===== src/rtl/wd_pkg.sv =====
// rtl/wd_pkg.sv - shared heartbeat/watchdog types and defaults
package wd_pkg;

  typedef enum logic [1:0] {
    ST_IDLE      = 2'd0,
    ST_RUN       = 2'd1,
    ST_STALLED   = 2'd2,
    ST_SUSPENDED = 2'd3
  } hb_state_t;

  localparam int unsigned DEFAULT_PERIOD_CYCLES = 1000;
  localparam int unsigned DEFAULT_STALL_LIMIT   = 4;

  function automatic logic [7:0] sat_inc8(input logic [7:0] v);
    return (v == 8'hFF) ? v : v + 8'd1;
  endfunction

endpackage


===== src/rtl/period_tick.sv =====
// rtl/period_tick.sv - 32-bit period counter with terminal-count strobe
module period_tick
  import wd_pkg::*;
#(
  parameter int unsigned PERIOD_CYCLES = DEFAULT_PERIOD_CYCLES
) (
  input  logic clk,
  input  logic rst,
  input  logic run,
  output logic tc
);

  localparam logic [31:0] LAST = 32'(PERIOD_CYCLES - 1);

  logic [31:0] count;

  // Dropping run parks the counter at 0, so every new run starts a fresh period.
  always_ff @(posedge clk) begin
    if (rst || !run) begin
      count <= '0;
    end else if (count == LAST) begin
      count <= '0;
    end else begin
      count <= count + 32'd1;
    end
  end

  assign tc = run && (count == LAST);

endmodule


===== src/rtl/heartbeat_generator.sv =====
// rtl/heartbeat_generator.sv - activity-gated watchdog heartbeat with stall and suspend handling
module heartbeat_generator
  import wd_pkg::*;
#(
  parameter int unsigned PERIOD_CYCLES = DEFAULT_PERIOD_CYCLES,
  parameter int unsigned STALL_LIMIT   = DEFAULT_STALL_LIMIT
) (
  input  logic        clk,
  input  logic        rst,
  input  logic        enable,
  input  logic        activity,
  input  logic        suspend,
  output logic        heartbeat,
  output logic        stalled,
  output logic [15:0] beat_count,
  output logic [7:0]  miss_count
);

  localparam logic [7:0] LIMIT = 8'(STALL_LIMIT);

  hb_state_t  state;
  logic       act_flag;
  logic       run;
  logic       tc;
  logic       seen;
  logic [7:0] miss_next;

  // Counter is cleared on the same edge that disable, suspend or reset is sampled.
  assign run = !rst && enable && !suspend &&
               ((state == ST_RUN) || (state == ST_STALLED));

  period_tick #(
    .PERIOD_CYCLES(PERIOD_CYCLES)
  ) u_period_tick (
    .clk(clk),
    .rst(rst),
    .run(run),
    .tc (tc)
  );

  assign seen      = act_flag | activity;
  assign miss_next = sat_inc8(miss_count);

  always_ff @(posedge clk) begin
    if (rst) begin
      state      <= ST_IDLE;
      act_flag   <= 1'b0;
      heartbeat  <= 1'b0;
      stalled    <= 1'b0;
      beat_count <= '0;
      miss_count <= '0;
    end else begin
      heartbeat <= 1'b0;
      if (!enable) begin
        state      <= ST_IDLE;
        act_flag   <= 1'b0;
        miss_count <= '0;
        stalled    <= 1'b0;
      end else begin
        case (state)
          ST_IDLE: state <= suspend ? ST_SUSPENDED : ST_RUN;
          ST_SUSPENDED: begin
            act_flag <= 1'b0;
            if (!suspend) state <= ST_RUN;
          end
          default: begin
            if (suspend) begin
              state    <= ST_SUSPENDED;
              act_flag <= 1'b0;
              stalled  <= 1'b0;
            end else if (tc) begin
              act_flag <= 1'b0;
              if (seen) begin
                miss_count <= '0;
                if (state == ST_RUN) begin
                  heartbeat  <= 1'b1;
                  beat_count <= beat_count + 16'd1;
                end else begin
                  state   <= ST_RUN;
                  stalled <= 1'b0;
                end
              end else begin
                miss_count <= miss_next;
                if (miss_next >= LIMIT) begin
                  state   <= ST_STALLED;
                  stalled <= 1'b1;
                end
              end
            end else if (activity) begin
              act_flag <= 1'b1;
            end
          end
        endcase
      end
    end
  end

endmodule


===== config.mk =====
export PLATFORM = sky130hd
export DESIGN_NAME = heartbeat_generator
export DESIGN_NICKNAME = d
export VERILOG_FILES = /design/src/rtl/wd_pkg.sv /design/src/rtl/period_tick.sv /design/src/rtl/heartbeat_generator.sv
export SDC_FILE = /design/constraint.sdc
export NUM_CORES = 1
export LEC_CHECK = 0
export ABC_AREA = 1
export BUFFER_PORTS_ARGS = -buffer_cell sky130_fd_sc_hd__buf_4
export CAP_MARGIN = 20
export CORE_MARGIN = 2
export CORE_UTILIZATION = 59
export CTS_BUF_LIST = sky130_fd_sc_hd__clkbuf_8
export CTS_CLUSTER_DIAMETER = 60
export DETAILED_ROUTE_END_ITERATION = 16
export GPL_ROUTABILITY_DRIVEN = 0
export PLACE_DENSITY = 0.83
export SKIP_CTS_REPAIR_TIMING = 1
export SKIP_LAST_GASP = 1
export SLEW_MARGIN = 10
export SYNTH_ARGS = -nofsm -noshare
export SYNTH_HDL_FRONTEND = slang
export SYNTH_HIERARCHICAL = 1
export SYNTH_SLANG_ARGS = --single-unit

===== constraint.sdc =====
create_clock -name clk -period 2.8 [get_ports clk]
set_input_delay 0.42 -clock clk [delete_from_list [all_inputs] [get_ports clk]]
set_output_delay 0.42 -clock clk [all_outputs]
set_load 0.05 [all_outputs]

* Yosys cells after proc, flatten, opt, wreduce, memory -nomap -nowiden *
Cells that the tools add are included.

storage, ports and cells
  register bits = 61
  bits in latches = 0
  bits in writable memories = 0
  ROM bits = 0
  input bits = 5
  output and inout port bits = 26
  logic and storage cells = 70
  memories kept = 0

operators by class
  add/subtract/negate cells = 3
  multipliers = 0
  divide/modulo/power cells = 0
  magnitude comparators = 1
  equality and inequality tests = 8
  shift operators = 0
  muxes and demuxes = 20
  bitwise operators = 7
  reduce and logical (&&, ||, !) cells = 24

operator list
  cell                   number
  $add 32x1->32 const B  1
  $eq 32x10->1 const B   1
  $add 16x1->16 const B  1
  $mux 8                 2
  $mux 2                 7
  $mux 1                 9
  $add 8x1->8 const B    1
  $eq 8x8->1 const B     1
  $ge 8x3->1 const B     1
  $reduce_and 4->1       2
  $reduce_bool 4->1      2
  $reduce_or 7->1        1
  $not 1->1              6
  $reduce_and 6->1       1
  $reduce_or 2->1        3
  $ne 5x3->1 const B     1
  $reduce_bool 5->1      1
  $eq 2x2->1 const B     2
  $logic_and 1x1->1      4
  $pmux 2 s2             1
  $logic_not 1->1        3
  $ne 3x3->1 const B     1
  $reduce_and 3->1       1
  $reduce_bool 3->1      1
  8 further kinds        9

* Depth between registers and ports, before layout *
Gate-level depths: netlist (run 1).

  word-level depth = 8
  gate-level depth with buffers = 18
  depth with buffers taken out = 18

* By module *
The synthesis (run 1) kept the hierarchy.

modules (own cells, without submodules)
  module               times used  cells each  area an instance (sq um)  sequential area each (sq um)
  period_tick          1           303         1930.6                    640.6
  heartbeat_generator  1           256         1737.9                    580.6

* Worst setup path before layout (run 1) *
No wires, ideal clock.

  kind = register -> register
  from = reg u_period_tick.count[0]
  to = reg beat_count[11]
  library setup time = 0.115 ns
  arrival time = 2.150 ns
  data required time = 2.685 ns
  slack = 0.535 ns
  stages on the path, launching flop included = 19
  buffers on the path = 0
  period minus slack after synthesis = 2.265 ns
  cells stage by stage = dfxtp_1 > ha_1 > nand2_2 > inv_2 > nand2_1 > nor2_1 > nand2_1 > nor2_2 > inv_2 > nor2_1 > inv_1 > nor2_4 > nand4_4 > nor2_4 > nand4_1 > nor2_1 > nand2_1 > nand2_1 > nor2_1

between the ends
  longest elaborated chain between the ends = 3

ends and longest elaborated chain
  item                        line                       RTL
  start, declared             period_tick.sv:15          logic [31:0] count;
  start signal, assigned      period_tick.sv:24          count <= count + 32'd1;
  $eq 32x10->1                period_tick.sv:28          assign tc = run && (count == LAST);
  $logic_and 1x1->1           period_tick.sv:28
  net tc                      heartbeat_generator.sv:24  logic tc;
  $reduce_and 6->1 (no line)  -
  end signal, assigned        heartbeat_generator.sv:77  beat_count <= beat_count + 16'd1;
  end, declared               heartbeat_generator.sv:15  output logic [15:0] beat_count,

The timed path passes the listed nets, and every way through them passes these cells.
A chain may end at the register's enable or synchronous reset.

* Final worst setup path (run 1) *
  from = reg u_period_tick.count[0]
  to = reg beat_count[9]

The elaborated chain is that of the path after synthesis.

==> metrics.md, run 1 <==
| Metric | Value |
|---|---|
| Sw Ratio | `0.2331` |
| Post-DP HPWL | `5.824 mm` |
| ANT cells | `0` |
| Pins Over Slew Limit | `0` |
| Worst EP required | `3.04 ns` |
| Synth Area in Adders | `0.02387` |
| HP Class | `in -> reg` |
| Vias | `3,499` |
| Antenna violations before repair | `0` |
| Share of layout cells above drive strength 1 | `0.1785` |
| Endpoint class of the critical path | `register` |
| Final Hold Vio Count | `0` |
| Hold path depth | `2` |
| Status | `completed` |
| CTS tree | `done` |
| WP data arrival | `2.81 ns` |
| Reg clk slew, reported paths | `0.07 ns` |
| Final worst-path cycle share | `0.9194` |
| GRT Resource Usage Total | `0.2395` |
| Initial core utilization | `0.6160` |
| Setup ws final | `0.2256 ns` |
| Clock buffer depth | `2` |
| Power per standard cell area | `414.5 nW/um^2` |
| Most frequent cells in the layout | `168 x nand2_1, 101 x nor2_1, 61 x dfxtp_1, 58 x inv_1, 35 x buf_4` |
| Setup Skew | `0.009693 ns` |
| DRC | `0` |
| Worst Tran Pin Value | `0.3866 ns` |
| Simple-gate share of the synthesized area | `0.4475` |
| Vias in the first global route | `3,318` |
| RSZ-0062 raised after global routing | `no` |
| EDFF count, synth | `0` |
| Setup tns final | `0 ns` |
| Clk sinks | `61` |
| Clock power share | `0.448` |
| Synthesized area per cell | `6.563 um^2` |
| Dpl ws | `0.1147 ns` |
| Combinational Power Share | `0.045` |
| Mux cell area share after synthesis | `0` |
| Largest family of logic cells by synthesized area | `simple AND/OR/NAND/NOR gates` |
| FF+latch count, synth | `61` |
| Ports | `31` |
| Routed Antenna Nets | `0` |
| Ys async rst share | `0` |
| Vias per cell | `5.146` |
| Peak supply drop | `0.2572 mV` |
| Power Internal | `1.324 mW` |
| Iter 0 DRT Violations | `181` |
| Die Width | `82.86 um` |
| Yosys cell types | `38` |
| Post-synthesis xor/xnor area fraction | `0.05730` |
| CORE AREA | `5956 um^2` |
| Total Wirelength | `7.978 mm` |
| Fin crit period | `2.574 ns` |
| Max cap viols | `0` |
| DR WL/cell | `11.73 um` |
| Row cnt | `28` |
| Commonest non-fill, non-tap cell in the layout | `nand2_1` |
| Met2 usage | `0.3937` |
| TritonCTS Buffers | `9` |
| Psw | `402.3 uW` |
| Synthesized area | `3669 um^2` |
| Worst-skew pair later-pin latency | `0.35 ns` |
| Initial DRT Pass Iterations | `5` |
| Sequential area share after synthesis | `0.3329` |
| Htree depth | `3` |
| Syn_nets | `571` |
| Crit path kind | `reg -> reg` |
| Compound-Gate Fraction of Synth Area | `0.05286` |
| Clk root buf | `clkbuf_8` |
| Pleak | `1.577 nW` |
| Area delta synth->final | `13.51%` |
| Largest net degree at the start of global routing | `29` |
| First-pass GRT wire length | `13.98 mm` |
| GR peak layer | `met2` |
| Synth warn | `6` |
| Setup crit start kind | `register` |
| Grt ovf | `0` |
| Reg2Reg Depth | `17` |
| Die Height | `82.86 um` |
| Tot Pwr | `1.726 mW` |
| Crit Path Max Fanout | `7` |
| Max Fclk | `0.3884 GHz` |
| Net count, final | `612` |
| Final setup vio count | `0` |
| Ys flop type | `dfxtp_1` |
| Met1 Use GR | `0.3072` |
| M3 GR Usage | `0.04175` |
| Sequential power share | `0.507` |
| Syn Inst Count | `559` |
| Die Area | `6865 um^2` |
| Port buffer count | `30` |
| Worst slew margin | `0.7408` |
## through the flow
step                      hold slack, ns  utilization  std cells  instance area, um^2
after global placement            0.4395       0.6609        660                 3936
after global routing              0.3609       0.6992        680                 4164
final                             0.3373       0.6992        680                 4164
after CTS                         0.3317       0.6933        676                 4129
after detailed placement          0.4535       0.6609        660                 3936
after floorplan                   0.4272            -        559                 3669
## power groups by stage
| stage | clock (mW) | combinational [mW] | sequential [mW] |
|---|---|---|---|
| CTS | 0.789 | 0.0775 | 0.874 |
| global route | 0.817 | 0.0886 | 0.874 |
| detailed placement | 0 | 0.0770 | 0.894 |
| global placement | 0 | 0.0739 | 0.894 |
| floorplan | 0 | 0.0612 | 0.894 |
| finish | 0.773 | 0.0783 | 0.875 |
## final cells by class
class	count	area [um^2]
Clock inverter	6	55.05
Tap cell	75	93.84
Inverter	68	255.2
Timing Repair Buffer	35	262.8
Fill cell	521	1792
Multi-Input combinational cell	425	2138
Sequential cell	61	1221
Clock buffer	10	137.6
## logic make-up after synthesis
| logic type | Yosys count |
|---|---|
| simple gates | 359 |
| xor+xnor | 24 |
| compound gates | 35 |
| fa+ha+maj | 7 |
| flops | 61 |
| buf+inv | 73 |
## worst paths after layout
| check | slack, ns | end | startpoint |
|---|---|---|---|
| worst max-delay path | 0.23 | beat_count[9]$_SDFFE_PP0P_ | u_period_tick/count[0]$_SDFF_PP0_ |
| worst min register to register | 0.47 | stalled$_SDFFE_PP0P_ | stalled$_SDFFE_PP0P_ |
| worst max register to register | 0.23 | beat_count[9]$_SDFFE_PP0P_ | u_period_tick/count[0]$_SDFF_PP0_ |
| worst min-delay path | 0.34 | beat_count[15]$_SDFFE_PP0P_ | rst |
## sequential cells by signal, summed over array words and instances, names as in the netlist
register,flops
u_period_tick/count,32
beat_count,16
miss_count,8
state,2
act_flag,1
heartbeat,1
stalled,1
## worst max-delay path, stage by stage, from the launching register on
cell,delay (ns)
dfxtp_1,0.37
ha_1,0.21
nand2_2,0.09
inv_2,0.05
nand2_1,0.05
nor2_1,0.08
nand2_1,0.06
nor2_2,0.14
inv_2,0.09
nor2_2,0.16
inv_1,0.12
nor2_4,0.18
nand4_4,0.20
nor2_4,0.16
nand4_1,0.14
buf_4,0.17
xor2_1,0.12
nor2_1,0.05
## cell usage after synthesis, types with 2 or more instances
cell type / number / area share
o21ai_1: 7 / 0.0095
dfxtp_1: 61 / 0.33
nand2_2: 8 / 0.014
nand3_1: 28 / 0.038
nor2_2: 18 / 0.031
nor2_4: 11 / 0.034
xor2_1: 8 / 0.019
nand3_2: 3 / 0.0082
nor3_2: 2 / 0.0055
nand2_4: 2 / 0.0061
nand2_1: 168 / 0.17
nor2_1: 103 / 0.11
inv_2: 10 / 0.010
xnor2_1: 16 / 0.038
nor3_1: 6 / 0.0082
inv_1: 56 / 0.057
nand4_1: 3 / 0.0051
nand3b_1: 3 / 0.0061
a21oi_1: 20 / 0.027
clkinv_1: 2 / 0.0020
ha_1: 7 / 0.024
## per-layer routing
layer | vias to the layer above | part of all wire | wire length (um)
li1 | 1799 | - | -
met1 | 1585 | 0.46 | 3684
met2 | 100 | 0.47 | 3730
met3 | 15 | 0.054 | 427
met4 | 0 | 0.017 | 135
met5 | - | 0 | 0
No activity file was read; power rests on OpenSTA's default activity.
==> run 2, diff against run 1 <==
--- a/config.mk
+++ b/config.mk
@@ -10,10 +10,11 @@
 export CAP_MARGIN = 20
 export CORE_MARGIN = 2
 export CORE_UTILIZATION = 59
-export CTS_BUF_LIST = sky130_fd_sc_hd__clkbuf_8
+export CTS_BUF_LIST = sky130_fd_sc_hd__clkbuf_4 sky130_fd_sc_hd__clkbuf_8
 export CTS_CLUSTER_DIAMETER = 60
 export DETAILED_ROUTE_END_ITERATION = 16
 export GPL_ROUTABILITY_DRIVEN = 0
+export GPL_TIMING_DRIVEN = 0
 export PLACE_DENSITY = 0.83
 export SKIP_CTS_REPAIR_TIMING = 1
 export SKIP_LAST_GASP = 1
==> constraint.sdc (replaced) <==
create_clock -name clk -period 2.63 [get_ports clk]
set_input_delay 0.3945 -clock clk [delete_from_list [all_inputs] [get_ports clk]]
set_output_delay 0.3945 -clock clk [all_outputs]
set_load 0.05 [all_outputs]
==> run 2 against run 1 <==
Die area unchanged; hold slack better by 0.069 ns; worst setup slack better by 0.018 ns; count of clock-buffer cells in the layout up 3; sequential share of layout area down 0.40 points; combinational power up 12%; clock skew down 0.0043 ns; utilization up 1.1 points; power up 9.5%; maximum frequency up 7.9%; routed wire length up 0.26%; critical endpoint is now beat_count[11]$_SDFFE_PP0P_.
==> metrics.md, run 2 (synthesized netlist as in run 1, its figures left out) <==
| Metric | Value |
|---|---|
| HP Class | `in -> reg` |
| Peak supply drop | `0.2993 mV` |
| Worst slew margin | `0.7018` |
| Design Area, Final | `4230 um^2` |
| Endpoint class of the critical path | `register` |
| Port buffer count | `30` |
| Area delta synth->final | `15.31%` |
| Reg clk slew, reported paths | `0.06 ns` |
| CORE AREA | `5956 um^2` |
| Max cap viols | `0` |
| Net count, final | `614` |
| Slowest Stage Delay on Critical Path | `0.38 ns` |
| Top reg by flops | `u_period_tick/count` |
| Max reg flops | `32` |
| Max Fclk | `0.4190 GHz` |
| Htree depth | `3` |
| Total Wirelength | `7.999 mm` |
| Initial core utilization | `0.6160` |
| Top flop regs | `u_period_tick/count x32, beat_count x16, miss_count x8` |
| Power per standard cell area | `446.7 nW/um^2` |
| Final worst-path cycle share | `0.9074` |
| Setup Skew | `0.005357 ns` |
| Iter 0 DRT Violations | `249` |
| Setup crit start kind | `register` |
| Crit path kind | `reg -> reg` |
| Vias | `3,493` |
| Hold path depth | `4` |
| Reg2Reg Depth | `15` |
| Fin util | `0.7103` |
| Hold_sp | `suspend` |
| Crit Path Max Fanout | `5` |
| ANT cells | `0` |
| Initial DRT Pass Iterations | `5` |
| DR WL/cell | `11.76 um` |
| Clk root buf | `clkbuf_8` |
| RSZ-0062 raised after global routing | `no` |
| Worst-skew pair later-pin latency | `0.34 ns` |
| Antenna violations before repair | `0` |
| Die Area | `6865 um^2` |
| Pleak | `1.599 nW` |
| Row cnt | `28` |
| Final Hold Vio Count | `0` |
| Worst EP required | `2.87 ns` |
| Grt ovf | `0` |
| Fill count | `518` |
| Clock buffer depth | `2` |
| GRT Resource Usage Total | `0.2368` |
| Pins Over Slew Limit | `0` |
| Top delay family on crit path | `simple AND/OR/NAND/NOR gates` |
| Vias in the first global route | `3,207` |
| Post-DP Area | `3988 um^2` |
| DRC | `0` |
| Most frequent cells in the layout | `168 x nand2_1, 101 x nor2_1, 59 x dfxtp_1, 56 x inv_1, 33 x buf_4` |
| Hold endpoint | `stalled$_SDFFE_PP0P_` |
| First-pass GRT wire length | `13.63 mm` |
| WP data arrival | `2.63 ns` |
| Worst r2r src | `state[1]$_SDFFE_PP0P_` |
| Post-DP HPWL | `5.745 mm` |
| Die Height | `82.86 um` |
| Final setup vio count | `0` |
| Vias per cell | `5.137` |
| Status | `completed` |
| Largest net degree at the start of global routing | `11` |
| Clk sinks | `61` |
| Commonest non-fill, non-tap cell in the layout | `nand2_1` |
| Routed Antenna Nets | `0` |
| Capturing point of the worst reg2reg path | `beat_count[11]$_SDFFE_PP0P_` |
| Worst Tran Pin Value | `0.4449 ns` |
| R2r setup slk | `0.24 ns` |
| Fin crit period | `2.386 ns` |
| Share of layout cells above drive strength 1 | `0.1868` |
| Cell Chain, Critical Path | `inv_1 -> ha_1 -> nand2_4 -> nor2_1 -> inv_1 -> nor2_4 -> inv_1 -> nor2_4 -> nand4_4 -> nor2_4 -> nand4_1 -> nor2_2 -> nand2_1 -> nand2_1 -> nor2_1` |
| Ports | `31` |
| Die Width | `82.86 um` |
| WP buf/inv | `3` |
| Worst path slowest cell | `ha_1` |
| TritonCTS Buffers | `9` |
| CTS tree | `done` |
run 2: cell types whose count changed in the layout (fill, tap and decap cells not counted), sizes merged:
| cell | before | now |
|---|---|---|
| buf | 35 | 37 |
| clkbuf | 10 | 13 |
| clkinv | 4 | 2 |
| clkinvlp | 1 | 0 |
| inv | 68 | 66 |
run 2: how the worst max path moves through the flow:
stage,cells past startpoint,slack [ns],to,startpoint
2_1_floorplan,18,0.37,beat_count[11]$_SDFFE_PP0P_,u_period_tick/count[0]$_SDFF_PP0_
3_3_place_gp,16,-0.01,beat_count[11]$_SDFFE_PP0P_,rst
3_5_place_dp,16,-0.06,beat_count[11]$_SDFFE_PP0P_,rst
4_1_cts,18,0.05,beat_count[11]$_SDFFE_PP0P_,u_period_tick/count[0]$_SDFF_PP0_
5_1_grt,18,0.003,beat_count[11]$_SDFFE_PP0P_,u_period_tick/count[1]$_SDFF_PP0_
6_report,15,0.24,beat_count[11]$_SDFFE_PP0P_,state[1]$_SDFFE_PP0P_
run 2: stage by stage:
stage	worst slack (ns)	cells	TNS [ns]	total power, mW	hold WS (ns)
4_1_cts	0.05225	678	0	1.897	0.3985
2_1_floorplan	0.3654	559	0	1.017	0.4272
3_5_place_dp	-0.05899	664	-0.1038	1.037	0.4461
3_3_place_gp	-0.01041	664	-0.01041	1.034	0.4372
6_report	0.2435	680	0	1.890	0.4065
5_1_grt	0.003413	680	0	1.952	0.4127
run 2: area by class of cell:
cell class / count / area, um^2 / area share
plain buffers: 5 / 58.81 / 0.01390
clock buffers: 13 / 172.7 / 0.04082
clock inverters: 1 / 30.03 / 0.007098
inverters: 68 / 255.2 / 0.06034
multi-input cells: 425 / 2156 / 0.5096
flip-flops and latches: 61 / 1224 / 0.2893
well taps: 75 / 93.84 / 0.02218
repair buffers: 32 / 240.2 / 0.05679
run 2: per-layer routing:
layer / vias to the layer above / part of all wire / global-route usage
met4: 0 / 0.018 / 0.1103
met1: 1571 / 0.45 / 0.2933
met2: 107 / 0.49 / 0.3996
li1: 1800 / - / -
met5: - / 0 / 0
met3: 15 / 0.047 / 0.04175
run 2: worst min-delay path: stages:
cell	delay (ns)
buf_4	0.11
nor2_1	0.05
nand3_1	0.08
a21oi_1	0.06
run 2: report_power, final:
part	internal, mW	switching, mW	total [mW]
logic	0.0323	0.0551	0.0874
clock network	0.516	0.354	0.870
registers	0.928	0.00414	0.932
total	1.48	0.414	1.89
